<file path="config.mk">
export PLATFORM = sky130hd
export DESIGN_NAME = pla_sweep_ctrl
export DESIGN_NICKNAME = d
export VERILOG_FILES = /design/src/rtl/pla_sweep_pkg.sv /design/src/rtl/pla_sweep_crc16.sv /design/src/rtl/pla_sweep_ctrl.sv
export SDC_FILE = /design/constraint.sdc
export NUM_CORES = 1
export LEC_CHECK = 0
export ABC_CLOCK_PERIOD_IN_PS = 3350
export BUFFER_PORTS_ARGS = -buffer_cell sky130_fd_sc_hd__buf_2
export CAP_MARGIN = 10
export CORE_MARGIN = 4
export CORE_UTILIZATION = 55
export DETAILED_ROUTE_END_ITERATION = 16
export HOLD_SLACK_MARGIN = 0.06
export PLACE_DENSITY = 0.81
export SLEW_MARGIN = 20
export SYNTH_ARGS = -nofsm -noshare
export SYNTH_HDL_FRONTEND = slang
export SYNTH_HIERARCHICAL = 1
export SYNTH_SLANG_ARGS = --single-unit
</file>
<file path="constraint.sdc">
create_clock -name clk -period 3.35 [get_ports clk]
set_clock_uncertainty 0.2 [all_clocks]
set_input_delay 0.335 -clock clk [delete_from_list [all_inputs] [get_ports clk]]
set_output_delay 0.335 -clock clk [all_outputs]
set_load 0.05 [all_outputs]
</file>
<file path="src/rtl/pla_sweep_pkg.sv">
// Shared types and constants for the PLA truth-table sweep controller.
package pla_sweep_pkg;

  typedef enum logic [2:0] {
    StIdle,
    StApply,
    StSample,
    StEmit,
    StFin
  } state_e;

  localparam logic [15:0] CRC_POLY = 16'h1021;
  localparam logic [15:0] CRC_INIT = 16'hFFFF;

  localparam int unsigned DefNIn   = 10;
  localparam int unsigned DefWordW = 32;
  localparam int unsigned DefSettle = 0;

endpackage

</file>
<file path="src/rtl/pla_sweep_crc16.sv">
// WORD_W-bit parallel CRC-16-CCITT update, data consumed MSB first.
module pla_sweep_crc16
  import pla_sweep_pkg::*;
#(
  parameter int unsigned WORD_W = DefWordW
) (
  input  logic [15:0]       crc_i,
  input  logic [WORD_W-1:0] data_i,
  output logic [15:0]       crc_o
);

  // Unrolled bit-serial LFSR over the whole word
  always_comb begin
    logic [15:0] c;
    logic        fb;
    c = crc_i;
    for (int i = WORD_W - 1; i >= 0; i--) begin
      fb = c[15] ^ data_i[i];
      c  = {c[14:0], 1'b0} ^ (fb ? CRC_POLY : 16'h0000);
    end
    crc_o = c;
  end

endmodule

</file>
<file path="src/rtl/pla_sweep_ctrl.sv">
// Exhaustive sweep sequencer for a single-output combinational netlist.
// Drives every minterm, samples y_i, packs samples into WORD_W-bit words
// streamed over valid/ready, and counts onset minterms.
// Optional: define SWEEP_CRC_EN to add crc_o (CRC-16-CCITT of emitted words).
module pla_sweep_ctrl
  import pla_sweep_pkg::*;
#(
  parameter int unsigned N_IN   = DefNIn,
  parameter int unsigned WORD_W = DefWordW,
  parameter int unsigned SETTLE = DefSettle
) (
  input  logic              clk,
  input  logic              rst,
  input  logic              start,
  input  logic              abort,
  output logic              busy,
  output logic              done,
  output logic [N_IN-1:0]   x_o,
  input  logic              y_i,
  output logic [WORD_W-1:0] out_data,
  output logic              out_valid,
  input  logic              out_ready,
  output logic [N_IN:0]     onset_cnt
`ifdef SWEEP_CRC_EN
  ,
  output logic [15:0]       crc_o
`endif
);

  localparam int unsigned BitW = (WORD_W > 1) ? $clog2(WORD_W) : 1;
  localparam logic [N_IN-1:0] WordMask = N_IN'(WORD_W - 1);
  localparam logic [N_IN-1:0] LastIdx  = '1;
  // Where the sweep goes after a vector is advanced: settle wait or straight to sampling
  localparam state_e StStep = (SETTLE > 0) ? StApply : StSample;

  state_e              state_q;
  logic [N_IN-1:0]     index_q;
  logic [3:0]          settle_q;
  logic [WORD_W-1:0]   shreg_q;
  logic [WORD_W-1:0]   shreg_set;
  logic [WORD_W-1:0]   data_q;
  logic [N_IN:0]       onset_q;
  logic                busy_q, done_q, valid_q;
  logic [BitW-1:0]     bit_pos;
  logic                last_bit;

  assign bit_pos  = BitW'(index_q & WordMask);
  assign last_bit = ((index_q & WordMask) == WordMask);

  // Packing register with the current sample merged in
  always_comb begin
    shreg_set          = shreg_q;
    shreg_set[bit_pos] = y_i;
  end

  // Sweep FSM; all outputs are registered
  always_ff @(posedge clk) begin
    if (rst) begin
      state_q  <= StIdle;
      index_q  <= '0;
      settle_q <= '0;
      shreg_q  <= '0;
      data_q   <= '0;
      onset_q  <= '0;
      busy_q   <= 1'b0;
      done_q   <= 1'b0;
      valid_q  <= 1'b0;
    end else begin
      done_q <= 1'b0;
      if (abort && (state_q != StIdle)) begin
        // Partial word is dropped; onset count keeps its partial value
        state_q <= StIdle;
        busy_q  <= 1'b0;
        valid_q <= 1'b0;
      end else begin
        unique case (state_q)
          StIdle: begin
            if (start) begin
              index_q  <= '0;
              onset_q  <= '0;
              shreg_q  <= '0;
              settle_q <= '0;
              busy_q   <= 1'b1;
              state_q  <= StStep;
            end
          end
          StApply: begin
            if (settle_q == 4'(SETTLE - 1)) begin
              settle_q <= '0;
              state_q  <= StSample;
            end else begin
              settle_q <= settle_q + 4'd1;
            end
          end
          StSample: begin
            shreg_q <= shreg_set;
            onset_q <= onset_q + {{N_IN{1'b0}}, y_i};
            if (last_bit) begin
              data_q  <= shreg_set;
              valid_q <= 1'b1;
              state_q <= StEmit;
            end else begin
              index_q <= index_q + N_IN'(1);
              state_q <= StStep;
            end
          end
          StEmit: begin
            // x_o stays on the word's last minterm until the word is taken
            if (out_ready) begin
              valid_q <= 1'b0;
              if (index_q == LastIdx) begin
                done_q  <= 1'b1;
                busy_q  <= 1'b0;
                state_q <= StFin;
              end else begin
                index_q <= index_q + N_IN'(1);
                state_q <= StStep;
              end
            end
          end
          StFin: begin
            state_q <= StIdle;
          end
          default: state_q <= StIdle;
        endcase
      end
    end
  end

  assign busy      = busy_q;
  assign done      = done_q;
  assign x_o       = index_q;
  assign out_data  = data_q;
  assign out_valid = valid_q;
  assign onset_cnt = onset_q;

`ifdef SWEEP_CRC_EN
  logic [15:0] crc_q;
  logic [15:0] crc_next;

  pla_sweep_crc16 #(
    .WORD_W(WORD_W)
  ) u_crc (
    .crc_i (crc_q),
    .data_i(data_q),
    .crc_o (crc_next)
  );

  // CRC restarts on an accepted start and folds in each accepted word
  always_ff @(posedge clk) begin
    if (rst) begin
      crc_q <= CRC_INIT;
    end else if ((state_q == StIdle) && start) begin
      crc_q <= CRC_INIT;
    end else if ((state_q == StEmit) && out_ready && !abort) begin
      crc_q <= crc_next;
    end
  end

  assign crc_o = crc_q;
`endif

endmodule

</file>
# == After elaboration in Yosys (flattened, before gate mapping) ==
# Index checks and enable logic that the tools add are counted.
# op_classes
add_sub_neg,3
n_div,0
reduce_logical,18
n_bitwise,3
n_mul,0
shift,0
muxes,29
magnitude_cmp,2
eq_ne,13
# ops
cell,n
$pmux 32 s2,1
$mux 10,4
$bwmux 32,1
$mux 32,1
$pmux 10 s3,1
$pmux 11 s2,1
$reduce_and 3->1,5
$ne 2x2->1 const B,7
$mux 3,4
$pmux 3 s4,1
$add 11x1->11,1
$mux 11,1
$add 10x1->10 const B,1
$eq 10x10->1 const B,1
$mux 1,8
$mux 4,2
$pmux 4 s2,1
$reduce_bool 2->1,4
$eq 3x2->1 const B,2
$lt 5x6->1 const B,1
$reduce_and 6->1,1
$reduce_bool 3->1,2
$demux 1 s5,1
$eq 5x5->1 const B,1
11 further kinds,15
# totals
in_bits,6
romBits,0
latchBits,0
wordCells,77
ramBits,0
n_memories,0
register_bits,95
out_inout_bits,56

# == Depth between registers and ports, before layout ==
# logic_depth
word_depth,6
ltp_mapped,10
ltp_nobuf,7

# == Worst setup path after synthesis ==
# Ideal clock, no wire load.
# synth_timing
path_kind,register -> register
start,"register index_q[0], in the netlist x_o[0]"
end,"register index_q[3], in the netlist x_o[3]"
synth_period_minus_slack_ns,2.608
n_path_buf,2
setup_ns,0.079
t_required_ns,3.071
setup_slack_ns,0.742
arrival_ns,2.329
path_stages_with_launch,10
path_cell_list,dfxtp_1 -> ha_1 -> clkbuf_1 -> and3_1 -> ha_1 -> nand2b_1 -> a21oi_1 -> clkbuf_1 -> o311ai_0 -> o211ai_1
# synth_between
elab_chain_len,4
elab_cells_between_ends,10
cone_classes,1 x add/sub; 4 x eq/ne; 4 x mux; 1 x reduce/logical
# synth_lines
item,line,rtl
from (decl),pla_sweep_ctrl.sv:37,logic [N_IN-1:0] index_q;
from (signal assigned),pla_sweep_ctrl.sv:103,index_q <= index_q + N_IN'(1);
from (signal assigned),pla_sweep_ctrl.sv:116,index_q <= index_q + N_IN'(1);
$add 10x1->10,"pla_sweep_ctrl.sv:103, pla_sweep_ctrl.sv:116",
$mux 10,pla_sweep_ctrl.sv:111,if (index_q == LastIdx) begin
$mux 10,pla_sweep_ctrl.sv:109,if (out_ready) begin
$pmux 10 s3,pla_sweep_ctrl.sv:76,unique case (state_q)
# Several ways; a longest one is shown, not always the timed one. The select of a mux whose other input is x is not followed.
# A chain may end at the register's enable or synchronous reset.

# == Worst setup path after layout ==
# layout_timing
start,"register index_q[1], in the netlist x_o[1]"
end,"register index_q[3], in the netlist x_o[3]"
# Same word-level chain as after synthesis.

==> results.json <==
{
  "holdBufCountCts": 0,
  "fp.dieH_um": 100.5,
  "drtIter0Drc": 340,
  "grt_pass1_wl_um": 17390,
  "p_leak_uw": 0.001961,
  "cap_violations": 0,
  "yosys.area_share.simple_pct": 21.96,
  "postRouteAntennaNets": 0,
  "fillCellCount": 715,
  "synth.mux.area_fraction_pct": 14.24,
  "start_kind": "register",
  "track_usage_pct": 20.86,
  "clkLatencyLatePin_ns": 0.36,
  "gp_congestion": 0.8132,
  "synth_top_area_cell": "dfxtp_1",
  "numCtsBuffers": 9,
  "crit_type": "reg2reg",
  "endpoint_kind": "register",
  "worst_pin_slew_ns": 0.8356,
  "synth_area_um2": 4701,
  "hold_start": "out_ready",
  "p_per_area_nw_per_um2": 417.6,
  "drc": 0,
  "synth_edf_count": 0,
  "synth_flop_cell": "dfxtp_1",
  "die_w_um": 100.5,
  "cts_setup_buffers": 0,
  "synth_seq_cells": 95,
  "final_core_util_pct": 62.58,
  "yosys.area.top_type_share_pct": 40.46,
  "synth_adder_area_share_pct": 2.129,
  "yosys-top-cells-area": "dfxtp_1 (40%), mux2_2 (7.4%), mux2i_1 (6.8%)",
  "status": "complete, no violations",
  "synth_top_family_by_area": "simple AND/OR/NAND/NOR gates",
  "routed_via_density": 6.092,
  "ys_types": 57,
  "ir_drop_uv": 211.0,
  "finalSetupViolCount": 0,
  "critPathMaxFanout": 12,
  "worstPathRequired_ns": 3.44,
  "post_cts_resized": 0,
  "rows": 33,
  "synth_commonest_cells": "dfxtp_1 (95), nor2_1 (74), a22oi_1 (33)",
  "synth_xor_xnor_area_share_pct": 0.7453,
  "synth-async-reset-ratio_pct": 0,
  "wire_per_inst_um": 15.90,
  "synth_cells": 499,
  "syn_area_per_cell_um2": 9.420,
  "dpl.cell_count": 627,
  "worst_ep_arrival_time_ns": 2.83,
  "setup_tns_ns": 0,
  "io_pins": 62,
  "drive_above_1_share_pct": 23.61,
  "syn_to_final_growth_pct": 9.928,
  "yosysMostFrequentCell": "dfxtp_1",
  "clk_pin_slew_ns": 0.09,
  "n_antenna_cell": 0,
  "portBuffers": 61,
  "final_cells": 643,
  "start_util_pct": 56.92,
  "finalHoldViolCount": 0,
  "worstHoldPathType": "in2reg",
  "synth_fp_nets": 513,
  "yosysWarnings": 6,
  "cts-root-buf": "clkbuf_8",
  "r2r_start": "x_o[1]",
  "die_area_um2": 10090,
  "core_um2": 8258,
  "nets": 547,
  "slew_violations": 0,
  "startpoint": "x_o[1]",
  "wl_um": 10220,
  "final.min_clock_period_ns": 2.743,
  "dp.final_hpwl_um": 6525,
  "gr-total-overflow": 0,
  "fmax_mhz": 364.6,
  "ys_seq_area_share_pct": 40.46,
  "grt_pass1_vias": 3706,
  "ctsHtreeMaxLevel": 3,
  "drt_pass1_iterations": 5,
  "period_share_pct": 81.88,
  "antenna_found_initial": 0,
  "rsz0062_at_grt": "false",
  "slew_headroom_pct": 44.29,
  "cts_tree": "yes",
  "grt_max_degree": 76,
  "ctsLongestPathBuffers": 2,
  "total_power_uw": 2158,
  "clkSinkCount": 95,
  "whs_ns": 0.1033,
  "vias": 3917,
  "synth_compound_area_share_pct": 14.32
}
[critical path, stage by stage (launching register included)]
cell	delay, ns
dfxtp_1	0.46
ha_1	0.41
and3_1	0.21
ha_1	0.20
nand2b_1	0.09
a21oi_1	0.68
o311ai_0	0.28
o211ai_1	0.15
[cell families (layout without fill, tap and decap cells)]
logic type,count (synthesis),after routing
mux,63,63
xor+xnor,4,4
compound gates,95,95
flops,95,95
fa+ha+maj,8,8
simple gates,180,180
buf+inv,54,93
[state kept, by name (all words and copies together) (netlist names)]
register	cells
state_q	3
shreg_q	32
out_data	32
settle_q	4
done	1
onset_cnt	11
busy	1
out_valid	1
x_o	10
[metal layers]
metal	track usage (%)	part of all wire (%)
met2	34.96	48
met3	3.460	5.8
met4	7.254	1.6
met5	0	0
met1	27.20	45
[path summary, 6_finish.rpt]
kind,cells after the start,endpoint,slack (ns)
hold / removal,4,out_valid,0.10
setup / recovery,7,x_o[3],0.61
setup reg to reg,7,x_o[3],0.61
hold reg to reg,2,shreg_q[31],0.28
[final cells by class]
type | count | area [µm²] | share of cell area, %
clock inverters | 6 | 90.09 | 1.743
flip-flops and latches | 95 | 1902 | 36.80
clock buffers | 10 | 137.6 | 2.663
multi-input cells | 350 | 2515 | 48.67
inverters | 9 | 33.78 | 0.6538
well taps | 105 | 131.4 | 2.542
repair buffers | 68 | 357.8 | 6.925
[per-stage QoR]
step	instance area, µm²	worst slack [ns]
after floorplan	4701	0.7425
after global placement	4940	0.8530
after detailed placement	4940	0.6915
after CTS	5167	0.6824
after global routing	5167	0.4275
final	5167	0.6069
[power breakdown]
part | total, µW | leakage, µW | internal (µW) | switching [µW]
clock | 857 | 0.000113 | 445 | 412
combinational | 153 | 0.00108 | 41.6 | 111
sequential | 1150 | 0.000766 | 1130 | 14.6
total | 2160 | 0.00196 | 1620 | 537
[cells in the final DEF, fill, tap and decap left out, types with 7 or more instances in the layout]
cell type / count
nor4bb_1: 12
ha_1: 8
buf_2: 61
nand2_1: 12
a21oi_1: 18
mux2_2: 31
nand4b_1: 13
or3_1: 7
clkbuf_8: 10
mux2i_1: 32
dfxtp_1: 95
nor2_1: 74
buf_4: 7
nand4_1: 7
and3_1: 7
nand3_1: 10
inv_1: 8
a22oi_1: 33
o21ai_0: 9
nor2b_1: 7
Power figures use the tool's default switching activity.
